===== src/rtl/midi_uart_tx_if.sv =====
// Byte handshake between the synth control logic (master) and the MIDI UART transmitter (slave).
interface midi_uart_tx_if;
  logic [7:0] tx_data;
  logic       tx_valid;
  logic       tx_ready;

  modport master (output tx_data, output tx_valid, input tx_ready);
  modport slave  (input tx_data, input tx_valid, output tx_ready);
endinterface


===== src/rtl/midi_uart_tx.sv =====
// MIDI 8N1 UART transmitter with byte FIFO; true-polarity txd, idle high.
// Define MIDI_RUNNING_STATUS_EN to drop repeated channel-status bytes (running status).
module midi_uart_tx #(
  parameter int CLK_FREQ   = 50000000,
  parameter int BAUD       = 31250,
  parameter int FIFO_DEPTH = 16
) (
  input  logic                        CLOCK_50,
  input  logic                        reset_n,
  midi_uart_tx_if.slave               tx_if,
  output logic                        txd,
  output logic                        busy,
  output logic [$clog2(FIFO_DEPTH):0] fifo_level
);
  localparam int DIV   = CLK_FREQ / BAUD;
  localparam int CNT_W = (DIV > 1) ? $clog2(DIV) : 1;
  localparam int PTR_W = $clog2(FIFO_DEPTH);
  localparam int LVL_W = PTR_W + 1;
  localparam logic [CNT_W-1:0] BAUD_LAST = CNT_W'(DIV - 1);
  localparam logic [LVL_W-1:0] LVL_FULL  = LVL_W'(FIFO_DEPTH);

  typedef enum logic [1:0] {IDLE, START, DATA, STOP} state_t;

  state_t           state_q, state_d;
  logic [7:0]       mem_q [FIFO_DEPTH];
  logic [PTR_W-1:0] wr_ptr_q, wr_ptr_d;
  logic [PTR_W-1:0] rd_ptr_q, rd_ptr_d;
  logic [LVL_W-1:0] count_q, count_d;
  logic [CNT_W-1:0] baud_q, baud_d;
  logic [2:0]       bit_q, bit_d;
  logic [7:0]       shift_q, shift_d;
  logic             txd_q, txd_d;
  logic             push, pop, drop, baud_done;
  logic [7:0]       head;

  assign tx_if.tx_ready = (count_q != LVL_FULL);
  assign push           = tx_if.tx_valid && tx_if.tx_ready;
  assign head           = mem_q[rd_ptr_q];
  assign baud_done      = (baud_q == BAUD_LAST);

`ifdef MIDI_RUNNING_STATUS_EN
  logic [7:0] last_status_q, last_status_d;

  assign drop = (head >= 8'h80) && (head <= 8'hEF) && (head == last_status_q);

  always_comb begin
    last_status_d = last_status_q;
    if (pop) begin
      if ((head >= 8'h80) && (head <= 8'hEF)) begin
        last_status_d = head;
      end else if ((head >= 8'hF0) && (head <= 8'hF7)) begin
        last_status_d = 8'h00;
      end
    end
  end

  always_ff @(posedge CLOCK_50 or negedge reset_n) begin
    if (!reset_n) begin
      last_status_q <= 8'h00;
    end else begin
      last_status_q <= last_status_d;
    end
  end
`else
  assign drop = 1'b0;
`endif

  // Pointers wrap naturally because FIFO_DEPTH is a power of two.
  always_comb begin
    wr_ptr_d = wr_ptr_q;
    rd_ptr_d = rd_ptr_q;
    count_d  = count_q;
    if (push) wr_ptr_d = wr_ptr_q + 1'b1;
    if (pop)  rd_ptr_d = rd_ptr_q + 1'b1;
    case ({push, pop})
      2'b10:   count_d = count_q + 1'b1;
      2'b01:   count_d = count_q - 1'b1;
      default: count_d = count_q;
    endcase
  end

  always_comb begin
    state_d = state_q;
    baud_d  = baud_q;
    bit_d   = bit_q;
    shift_d = shift_q;
    pop     = 1'b0;
    case (state_q)
      IDLE: begin
        if (count_q != '0) begin
          pop = 1'b1;
          if (!drop) begin
            state_d = START;
            shift_d = head;
            baud_d  = '0;
          end
        end
      end
      START: begin
        if (baud_done) begin
          state_d = DATA;
          baud_d  = '0;
          bit_d   = 3'd0;
        end else begin
          baud_d = baud_q + 1'b1;
        end
      end
      DATA: begin
        if (baud_done) begin
          baud_d  = '0;
          shift_d = {1'b0, shift_q[7:1]};
          if (bit_q == 3'd7) begin
            state_d = STOP;
          end else begin
            bit_d = bit_q + 3'd1;
          end
        end else begin
          baud_d = baud_q + 1'b1;
        end
      end
      STOP: begin
        if (baud_done) begin
          state_d = IDLE;
          baud_d  = '0;
        end else begin
          baud_d = baud_q + 1'b1;
        end
      end
      default: state_d = IDLE;
    endcase

    // txd is registered from the next state so the line changes on the same edge as the FSM.
    case (state_d)
      START:   txd_d = 1'b0;
      DATA:    txd_d = shift_d[0];
      default: txd_d = 1'b1;
    endcase
  end

  always_ff @(posedge CLOCK_50 or negedge reset_n) begin
    if (!reset_n) begin
      state_q  <= IDLE;
      wr_ptr_q <= '0;
      rd_ptr_q <= '0;
      count_q  <= '0;
      baud_q   <= '0;
      bit_q    <= 3'd0;
      shift_q  <= 8'h00;
      txd_q    <= 1'b1;
    end else begin
      state_q  <= state_d;
      wr_ptr_q <= wr_ptr_d;
      rd_ptr_q <= rd_ptr_d;
      count_q  <= count_d;
      baud_q   <= baud_d;
      bit_q    <= bit_d;
      shift_q  <= shift_d;
      txd_q    <= txd_d;
    end
  end

  always_ff @(posedge CLOCK_50) begin
    if (push) mem_q[wr_ptr_q] <= tx_if.tx_data;
  end

  assign txd        = txd_q;
  assign busy       = (state_q != IDLE) || (count_q != '0);
  assign fifo_level = count_q;

endmodule


===== src/flat_wrapper.sv =====
// flat-port wrapper written by rule: the top's interface ports become plain ports
module midi_uart_tx_flat 
#(
  parameter int CLK_FREQ   = 50000000,
  parameter int BAUD       = 31250,
  parameter int FIFO_DEPTH = 16
)
  (CLOCK_50, reset_n, txd, busy, fifo_level, tx_if_tx_data, tx_if_tx_valid, tx_if_tx_ready);
  midi_uart_tx_if tx_if_i ();
  input  logic CLOCK_50;
  input  logic reset_n;
  output logic txd;
  output logic busy;
  output logic [$clog2(FIFO_DEPTH):0] fifo_level;
  input wire logic [$bits(tx_if_i.tx_data)-1:0] tx_if_tx_data;
  input wire logic [$bits(tx_if_i.tx_valid)-1:0] tx_if_tx_valid;
  output wire logic [$bits(tx_if_i.tx_ready)-1:0] tx_if_tx_ready;
  assign tx_if_i.tx_data = tx_if_tx_data;
  assign tx_if_i.tx_valid = tx_if_tx_valid;
  assign tx_if_tx_ready = tx_if_i.tx_ready;
  midi_uart_tx #(.CLK_FREQ(CLK_FREQ), .BAUD(BAUD), .FIFO_DEPTH(FIFO_DEPTH)) u_core (.CLOCK_50(CLOCK_50), .reset_n(reset_n), .tx_if(tx_if_i), .txd(txd), .busy(busy), .fifo_level(fifo_level));
endmodule

===== config.mk =====
export PLATFORM = sky130hd
export DESIGN_NAME = midi_uart_tx_flat
export DESIGN_NICKNAME = d
export VERILOG_FILES = /design/src/rtl/midi_uart_tx_if.sv /design/src/rtl/midi_uart_tx.sv /design/src/flat_wrapper.sv
export SDC_FILE = /design/constraint.sdc
export NUM_CORES = 1
export LEC_CHECK = 0
export ABC_AREA = 1
export BUFFER_PORTS_ARGS = -buffer_cell sky130_fd_sc_hd__buf_4
export CAP_MARGIN = 20
export CORE_ASPECT_RATIO = 0.6
export CORE_MARGIN = 1.5
export CORE_UTILIZATION = 60
export DETAILED_ROUTE_END_ITERATION = 8
export PLACE_DENSITY_LB_ADDON = 0.05
export SETUP_SLACK_MARGIN = 0.15
export SLEW_MARGIN = 20
export SYNTH_ARGS = -nofsm -noshare
export SYNTH_HDL_FRONTEND = slang
export SYNTH_SLANG_ARGS = --single-unit

===== constraint.sdc =====
create_clock -name CLOCK_50 -period 2.92 [get_ports CLOCK_50]
set_clock_uncertainty 0.15 [all_clocks]
set_input_delay 0.292 -clock CLOCK_50 [delete_from_list [all_inputs] [get_ports CLOCK_50]]
set_output_delay 0.292 -clock CLOCK_50 [all_outputs]
set_load 0.02 [all_outputs]

==> results.md, run 1 <==
- Slowest stage delay, CP: 0.46 ns
- Clock Sinks: 166
- Layout fillers: between 800 and 900
- Worst Path Buf+Inv: 2
- Worst vdd ir: 531 uV
- Final period utilization: 89.4%
- Tot GR Track Use: a little over a quarter
- Most frequent cell after synthesis: edfxtp_1
- Nets: about 740
- Max Cap Violations: 0
- Synth top cells by count: 128 x edfxtp_1, 116 x nand2_1, 108 x nor2_1, 62 x nand3_1, 61 x o21ai_0
- Async set or reset register ratio after synthesis: roughly 23%
- Worst-path clk slew: 0.07 ns
- Min-delay src: tx_if_tx_data[6]
- Routability cong.: between 0.8 and 0.9
- Wire per inst: 18.4 microns
- R2r worst-path depth: 14
- Worst path top cell family by delay: simple AND/OR/NAND/NOR gates
- Pwr/cell area: about 950 nW/um^2
- Root Driver: clkbuf_16
- Postcts setup bufs: 0
- Overall Power: between 7000 and 8000 uW
- Die Wd: between 100 and 150 microns
- Clock Latency Late Sink: approximately 0.43 ns
- IO Port Bufs: 18
- Final wirelength: roughly 16000 microns
- CTS Buf Count: 17
- Sequential share of the synthesized area: around two thirds
- CTS Buffer Depth: 2
- Synth area leader: edfxtp_1
- CP Class: reg2reg
- Post-Synthesis Cells: a little under 700
- Syn. warnings: 0
- Crit path capture type: register
- Arr. time, crit path: approximately 2.8 ns
- Yosys cell types: 36
- Crit path max-delay cell type: dfrtp_1
- Crit-path cells: nor2_2, nand2_1, or2_1, nand2_4, inv_1, ha_1, xor2_1, ha_1, inv_1, nand2_1, a31oi_2, xor2_1, nand2_1, nand2_1
- First-pass GRT wire length: approximately 26000 microns
- Via-to-Cell Ratio: ~5.7
- Worst path depth: 14
- Post-synth top flop: edfxtp_1
- Hold WS: 0.0470 ns
- Die Ht: 88.5 microns
- WHS Path Cells: 1
- Reg-to-reg critical path startpoint: u_core.fifo_level[1]
- Core area: roughly 12000 sq um
- Status: completed
- Setup TNS: 0 ns
- CP startpoint: u_core.fifo_level[1]
- Largest net degree at the start of global routing: 75
- Post-synth EDFFs: around 130
- Post-route core utilization: 71.3%
- Top Ports: 19
- Multi-input gate area: about 2100 sq um
- Post-Synthesis Cell Area: ~7300 sq um
- Syn Nets: just over 700
- Via count of the first global-routing pass: ~4.6k
- DRT iter0 DRCs: ~460
- Share of cells above drive strength 1: approximately an eighth
- Initial antenna violation count: 0
- Achievable Freq: roughly 0.38 GHz
- Initial Utilization: 63.1%
- Min-delay worst type: in2reg
- Synthesized area per cell: approximately 11 sq um
- Fin. Hold Viols: 0
- Congestion Overflow GR: 0
- Crit-path most repeated cell: nand2_1
- Period minus WS final: between 2 and 3 ns
- RSZ-0062 raised after global routing: false
- LEAKAGE: approximately 0.0033 uW
- Die area: between 10000 and 15000 sq um
- Endpoints failing setup: 0
- Post-synth top area share: between 50% and 60%
- Crit Path Max Fanout: 6
- Crit start category: register
- Area growth syn-to-layout: 13.0%
- Residual DRC count: 0
- Max Slew Vio Count: 0
- Clock H-tree levels: 4
- Slew Limit Headroom: about 47%
- Row count: 30
- Synth area leaders: edfxtp_1 53%, dfrtp_1 13%, nand2_1 6.0%
- Register area: 4800 sq um
- Ant. Diodes: 0
- CTS tree: done
- ANT nets after route: 0
- DR vias: slightly above 5k
- Slew @ Worst Pin: 0.790 ns
- Synth Register Bits: around 170
- First drt pass iteration count: 5
- Non-filler instance count after layout: just under 900
- HPWL Detailed: 10600 microns
- WP data required: 3.14 ns
- Dpl cells: around 860
==> through the flow <==
stage | setup WS, ns | cell area [sq um]
3_3_place_gp | 0.436 | 7670
3_5_place_dp | 0.356 | 7670
5_1_grt | 0.158 | 8270
6_report | 0.310 | 8270
2_1_floorplan | 0.323 | 7310
4_1_cts | 0.331 | 8260
==> registers in the layout (all words and copies together) (netlist names) <==
signal             cells
u_core.fifo_level      5
u_core.mem_q         128
u_core.bit_q           3
u_core.baud_q         11
u_core.rd_ptr_q        4
u_core.shift_q         8
u_core.txd             1
u_core.state_q         2
u_core.wr_ptr_q        4
==> final timing paths <==
kind | to | slack (ns)
max in group asynchronous | u_core.rd_ptr_q[0] | 2.02
worst min register to register | u_core.shift_q[7] | 0.34
worst max-delay path | u_core.fifo_level[4] | 0.31
worst max register to register | u_core.fifo_level[4] | 0.31
worst min-delay path | u_core.mem_q[9][6] | 0.05
min in group asynchronous | u_core.baud_q[10] | 0.22
==> metal layers <==
layer	global-route usage, %	vias to the layer above	part of all wire [%]
li1	-	2388	-
met1	41.9	2461	47
met2	37.7	196	43
met3	6.91	24	8.2
met4	9.00	0	1.6
met5	0	-	0
==> logic make-up after synthesis <==
family,after synthesis,share of synthesized area (%)
fa+ha+maj,12,2.05
buf+inv,89,5.35
compound gates,96,7.00
simple gates,306,18.0
flops,166,65.6
xor+xnor,17,2.04
==> cell type report <==
class                           count  area share, %
Clock buffer                       17           5.15
Inverter                           60           2.78
Multi-Input combinational cell    431           25.8
Tap cell                          160           2.42
Sequential cell                   166           58.0
Clock inverter                     15           1.86
Timing Repair Buffer               40           3.96
==> power by group <==
group	switching, uW	internal (uW)	leakage [uW]
Sequential	232	2920	0.00163
Combinational	1690	813	0.00138
Clock	932	1260	0.000272
Total	2850	5000	0.00328
==> repair_timing <==
item	in CTS	in global routing
setup endpoints to repair	0	1
hold endpoints to repair	37	0
resized for setup	0	1
hold buffers	1	0
==> cells in the final DEF, fill, tap and decap left out, types with 6 or more instances in the layout <==
master / instances
o21ai_0: 61
clkbuf_16: 17
o211ai_1: 7
ha_1: 12
xor2_1: 14
o22ai_1: 6
nor2_1: 108
edfxtp_1: 128
buf_4: 37
a21oi_1: 14
nand3_1: 62
dfrtp_1: 36
inv_1: 54
nand4_1: 6
nand2_1: 116
Note: power is estimated with default switching activity, not from simulation.
==> run 2: changes to the inputs <==
Settings changed: CORE_MARGIN 1.5 to 4.
==> run 2 against run 1 <==
  * Via count up 0.16%
  * Wire length is 1.1% higher
  * Clock-buffer cell count rose by 2
  * Clock power up 10%
  * Flip-flop and latch count stayed put
  * Highest routed layer unchanged
==> results.md, run 2 (same netlist as run 1, synthesis figures left out) <==
- Status: completed
- Die Wd: 151 microns (+3.4%)
- Postcts setup bufs: 0 (unchanged)
- WP data required: 3.12 ns (-0.02 ns)
- Reg-to-reg critical path startpoint: u_core.fifo_level[0]
- Clock Latency Late Sink: 0.42 ns (about the same)
- Wire per inst: 18.6 microns (+0.91%)
- First-pass GRT wire length: 26500 microns (+3.8%)
- Worst vdd ir: 496 uV (-6.6%)
- Final WS setup: 0.373 ns (+0.0627 ns)
- Initial antenna violation count: 0 (unchanged)
- Final wirelength: 16600 microns (+1.1%)
- Crit Path Max Fanout: 5 (-1)
- Arr. time, crit path: 2.75 ns (-0.08 ns)
- Clock Sinks: 166 (unchanged)
- Worst-path clk slew: 0.06 ns (about the same)
- Post-CTS sizing: 0 (unchanged)
- Clock H-tree levels: 4 (unchanged)
- CP Class: reg2reg
- Layout fillers: 818 (-1.2%)
- Achievable Freq: 0.393 GHz (+2.5%)
- Via-to-Cell Ratio: 5.70 (about the same)
- Routability cong.: 0.942 (+13%)
- Fin. Hold Viols: 0 (unchanged)
- CTS tree: done
- Root Driver: clkbuf_16
- IO Port Bufs: 18 (unchanged)
- Dpl cells: 858 (+0.23%)
- Period minus WS final: 2.55 ns (-0.0627 ns)
- Largest net degree at the start of global routing: 75 (unchanged)
- Slew @ Worst Pin: 0.759 ns (-0.0317 ns)
- RSZ-0062 raised after global routing: false
- Top Ports: 19 (unchanged)
- Ant. Diodes: 0 (unchanged)
- CP startpoint: u_core.fifo_level[0]
- Die Ht: 93.5 microns (+5.6%)
- Tot GR Track Use: 25.4% (-1.8 points)
- Placed Area: 7670 sq um (about the same)
- Core area: 11600 sq um (unchanged)
- Initial Utilization: 63.1% (unchanged)
- Most frequent cells in the layout: 128 x edfxtp_1, 116 x nand2_1, 108 x nor2_1
- Nets: 741 (+0.27%)
- Setup TNS: 0 ns (unchanged)
- Pwr/cell area: 965 nW/um^2 (+1.6%)
- First drt pass iteration count: 5 (unchanged)
- CTS Buffer Depth: 2 (unchanged)
- Top Registers: u_core.mem_q (128), u_core.baud_q (11), u_core.shift_q (8)
- Overall Power: 8030 uW (+2.2%)
- Congestion Overflow GR: 0 (unchanged)
- Residual DRC count: 0 (unchanged)
- Reg with most FFs: u_core.mem_q
- Crit path capture type: register
- Register area: 4800 sq um (unchanged)
- DRT iter0 DRCs: 666 (+46%)
- Final period utilization: 87.2% (-2.1 points)
- Slew Limit Headroom: 49.4% (+2.3 points)
- Setup WS pre-CTS: 0.382 ns (+0.0256 ns)
- Endpoints failing setup: 0 (unchanged)
- ANT nets after route: 0 (unchanged)
- Min-delay src: tx_if_tx_data[5]
- Area growth syn-to-layout: 13.8%
- Min-delay worst type: in2reg
- Max Cap Violations: 0 (unchanged)
- HPWL Detailed: 10600 microns (-0.41%)
- Share of cells above drive strength 1: 11.6% (-0.44 points)
- Crit start category: register
- LEAKAGE: 0.00332 uW (+0.99%)
- Via count of the first global-routing pass: 4773 (+3.4%)
- DR vias: 5077 (+0.16%)
- Non-filler instance count after layout: 891 (+0.22%)
- CTS Buf Count: 17 (unchanged)
- Number of flip-flops under the largest register name: 128 (unchanged)
- Multi-input gate area: 2130 sq um (-0.29%)
- Most common cell after layout, fill and taps aside: edfxtp_1
- Max Slew Vio Count: 0 (unchanged)
- Finished layout cell area: 8320 sq um (+0.64%)
- Row count: 30 (unchanged)
- Die area: 14100 sq um (+9.3%)
[run 2: critical path: stages (launching register included)]
cell and delay (ns):
dfrtp_1 0.44, nor2_2 0.16, nand2_1 0.06, or2_1 0.26, nand2_4 0.10, inv_1 0.06
ha_1 0.25, xor2_1 0.18, ha_1 0.20, inv_1 0.06, nand2_1 0.07, a31oi_1 0.20
xor2_1 0.16, nand2_1 0.06, nand2_1 0.06
[run 2: area by class of cell]
class / count / share of cell area [%]
clock inverter: 13 / 2.44
clock buffer: 19 / 5.20
tap: 160 / 2.41
inverter: 60 / 2.77
multi-input combinational: 431 / 25.6
sequential: 166 / 57.7
timing repair buffer: 42 / 3.97
[run 2: layer usage]
metal	part of all wire (%)	wire (microns)	GRT usage, %
met1	46	7670	40.5
met2	43	7090	34.5
met3	10	1680	7.36
met4	0.78	130	5.02
met5	0	0	0
[run 2: report_power, final]
part / leakage [uW] / switching, uW / internal (uW)
clock network: 0.000299 / 890 / 1520
logic: 0.00138 / 1670 / 795
registers: 0.00163 / 230 / 2920
[run 2: repair_timing]
item                                    4_1_cts  5_1_grt
endpoints found under the setup margin        0        0
hold buffers                                  1        0
hold endpoints to repair                     37        0
[run 2: path summary, 6_finish.rpt]
kind / endpoint / slack [ns] / cells after the start
setup / recovery: u_core.fifo_level[4] / 0.37 / 14
hold / removal: u_core.mem_q[1][5] / 0.05 / 1
setup reg to reg: u_core.fifo_level[4] / 0.37 / 14
hold reg to reg: u_core.shift_q[7] / 0.34 / 2
max in group asynchronous: u_core.rd_ptr_q[0] / 2.00 / 2
min in group asynchronous: u_core.baud_q[6] / 0.23 / 2
[run 2: per-stage QoR]
step	hold WS [ns]	utilization, %
6_report	0.0461	71.7
3_5_place_dp	0.145	66.2
2_1_floorplan	-0.154	-
3_3_place_gp	0.136	66.2
4_1_cts	0.0319	71.7
5_1_grt	0.0338	71.7
==> run 3: changes to the inputs <==
Settings changed: CORE_ASPECT_RATIO 0.6 to 1.75.
==> run 3 against run 2 <==
  * First-iteration DRC count down 46%
  * Wire length down 6.8%
  * Worst hold slack better by 0.0017 ns
  * Die area about the same
  * Register-to-register slack about the same
  * Setup slack worse by 0.015 ns
  * Flip-flop and latch count unchanged
  * Clock power down 6%
  * Clock-buffer cell count down 2
  * Maximum frequency down 0.57%
  * Via count down 3.2%
  * Sequential share of layout area up 0.28 points
  * Critical endpoint unchanged
  * Highest routed layer unchanged
==> results.md, run 3 (same netlist as run 1, synthesis figures left out) <==
- Status: completed
- Period minus WS final: 2.56 ns (+0.0146 ns)
- Min-delay worst type: in2reg
- Setup TNS: 0 ns (unchanged)
- Most frequent cells in the layout: 128 x edfxtp_1, 116 x nand2_1, 108 x nor2_1
- Die Ht: 154 microns (+65%)
- Reg-to-reg critical path startpoint: u_core.fifo_level[0]
- DRT iter0 DRCs: 360 (-46%)
- Crit path capture type: register
- Top Registers: u_core.mem_q (128), u_core.baud_q (11), u_core.shift_q (8)
- HPWL Detailed: 10200 microns (-3.8%)
- Final period utilization: 87.7% (+0.50 points)
- Crit Path Max Fanout: 5 (unchanged)
- Post-CTS sizing: 0 (unchanged)
- DR vias: 4915 (-3.2%)
- Overall Power: 7830 uW (-2.5%)
- Ant. Diodes: 0 (unchanged)
- Share of cells above drive strength 1: 11.9% (+0.29 points)
- Clock Sinks: 166 (unchanged)
- Clock Latency Late Sink: 0.42 ns (about the same)
- Fin. Hold Viols: 0 (unchanged)
- Slew Limit Headroom: 49.4% (about the same)
- Endpoints failing setup: 0 (unchanged)
- Wire per inst: 17.3 microns (-7.3%)
- Setup WS pre-CTS: 0.360 ns (-0.0219 ns)
- Achievable Freq: 0.390 GHz (-0.57%)
- CTS tree: done
- Final wirelength: 15400 microns (-6.8%)
- LEAKAGE: 0.00330 uW (-0.48%)
- Die area: 14100 sq um (about the same)
- Row count: 53 (+77%)
- Max Slew Vio Count: 0 (unchanged)
- WHS Path Cells: 1 (unchanged)
- Arr. time, crit path: 2.77 ns (+0.02 ns)
- Hold-fix buffers at CTS: 1 (unchanged)
- IO Port Bufs: 18 (unchanged)
- Slew @ Worst Pin: 0.757 ns (-0.00135 ns)
- CTS Buffer Depth: 2 (unchanged)
- Congestion Overflow GR: 0 (unchanged)
- Initial antenna violation count: 0 (unchanged)
- Number of flip-flops under the largest register name: 128 (unchanged)
- CP Class: reg2reg
- R2r worst-path depth: 14 (unchanged)
- Routability cong.: 0.851 (-9.7%)
- Nets: 740 (-0.13%)
- WP data required: 3.13 ns (about the same)
- Pwr/cell area: 945 nW/um^2 (-2.0%)
- Most common cell after layout, fill and taps aside: edfxtp_1
- Final WS setup: 0.358 ns (-0.0146 ns)
- Post-route core utilization: 69.0% (-2.7 points)
- Via-to-Cell Ratio: 5.49 (-3.6%)
- Core area: 12000 sq um (+3.5%)
- First drt pass iteration count: 5 (unchanged)
- Postcts setup bufs: 0 (unchanged)
- Hold worst-path end: u_core.mem_q[4][1]
- First-pass GRT wire length: 24800 microns (-6.4%)
- R2r endpoint: u_core.fifo_level[4]
- Crit start category: register
- Top Ports: 19 (unchanged)
- Residual DRC count: 0 (unchanged)
- Tot GR Track Use: 22.8% (-2.5 points)
- Max Cap Violations: 0 (unchanged)
- Worst-path clk slew: 0.07 ns (about the same)
- RSZ-0062 raised after global routing: false
- Via count of the first global-routing pass: 4810 (+0.78%)
- Hold WS: 0.0478 ns (+0.00168 ns)
- CTS Buf Count: 17 (unchanged)
- Area growth syn-to-layout: 13.2%
- Min-delay src: tx_if_tx_data[1]
- Reg with most FFs: u_core.mem_q
- Root Driver: clkbuf_16
- Clock H-tree levels: 4 (unchanged)
- ANT nets after route: 0 (unchanged)
- Die Wd: 91.5 microns (-39%)
- Largest net degree at the start of global routing: 75 (unchanged)
- Worst vdd ir: 687 uV (+39%)
- Reg2reg setup slack: 0.36 ns (about the same)
- Initial Utilization: 60.9% (-2.1 points)
==> run 3: stage by stage <==
step	instances	instance area (sq um)
after CTS	895	8280
final	895	8280
after global placement	862	7660
after detailed placement	862	7660
after floorplan	686	7310
after global routing	895	8280
==> run 3: how the worst max path moves through the flow <==
| stage | start | to | cells after the start |
|---|---|---|---|
| after CTS | u_core.fifo_level[0] | u_core.fifo_level[4] | 14 |
| final | u_core.fifo_level[0] | u_core.fifo_level[4] | 14 |
| after floorplan | u_core.fifo_level[0] | u_core.fifo_level[4] | 15 |
| after global routing | u_core.fifo_level[0] | u_core.fifo_level[4] | 14 |
| after global placement | u_core.fifo_level[0] | u_core.fifo_level[4] | 14 |
| after detailed placement | u_core.fifo_level[0] | u_core.fifo_level[4] | 14 |
==> run 3: worst max-delay path, cell delays in order, from the launching register on <==
cell	delay, ns
dfrtp_1	0.45
nor2_2	0.16
nand2_1	0.07
or2_1	0.27
nand2_4	0.10
inv_1	0.07
ha_1	0.24
xor2_1	0.17
ha_1	0.20
inv_1	0.05
nand2_1	0.09
a31oi_1	0.22
xor2_1	0.16
nand2_1	0.06
nand2_1	0.05
==> run 3: report_power, final <==
group	switching [uW]	internal, uW	total [uW]
Combinational	1630	774	2400
Sequential	233	2920	3160
Clock	974	1300	2270
==> run 3: per-layer routing <==
metal	GRT usage (%)	vias up	routed length (microns)
met5	0	-	0
met3	3.72	32	523
met4	8.78	0	444
met1	25.9	2374	5920
li1	-	2387	-
met2	42.3	122	8560
==> run 3: area by class of cell <==
| class | count | area, sq um |
|---|---|---|
| sequential | 166 | 4800 |
| fill | 872 | 3720 |
| multi-input combinational | 431 | 2130 |
| clock buffer | 17 | 425 |
| timing repair buffer | 41 | 310 |
| inverter | 60 | 230 |
| tap | 165 | 206 |
| clock inverter | 15 | 184 |
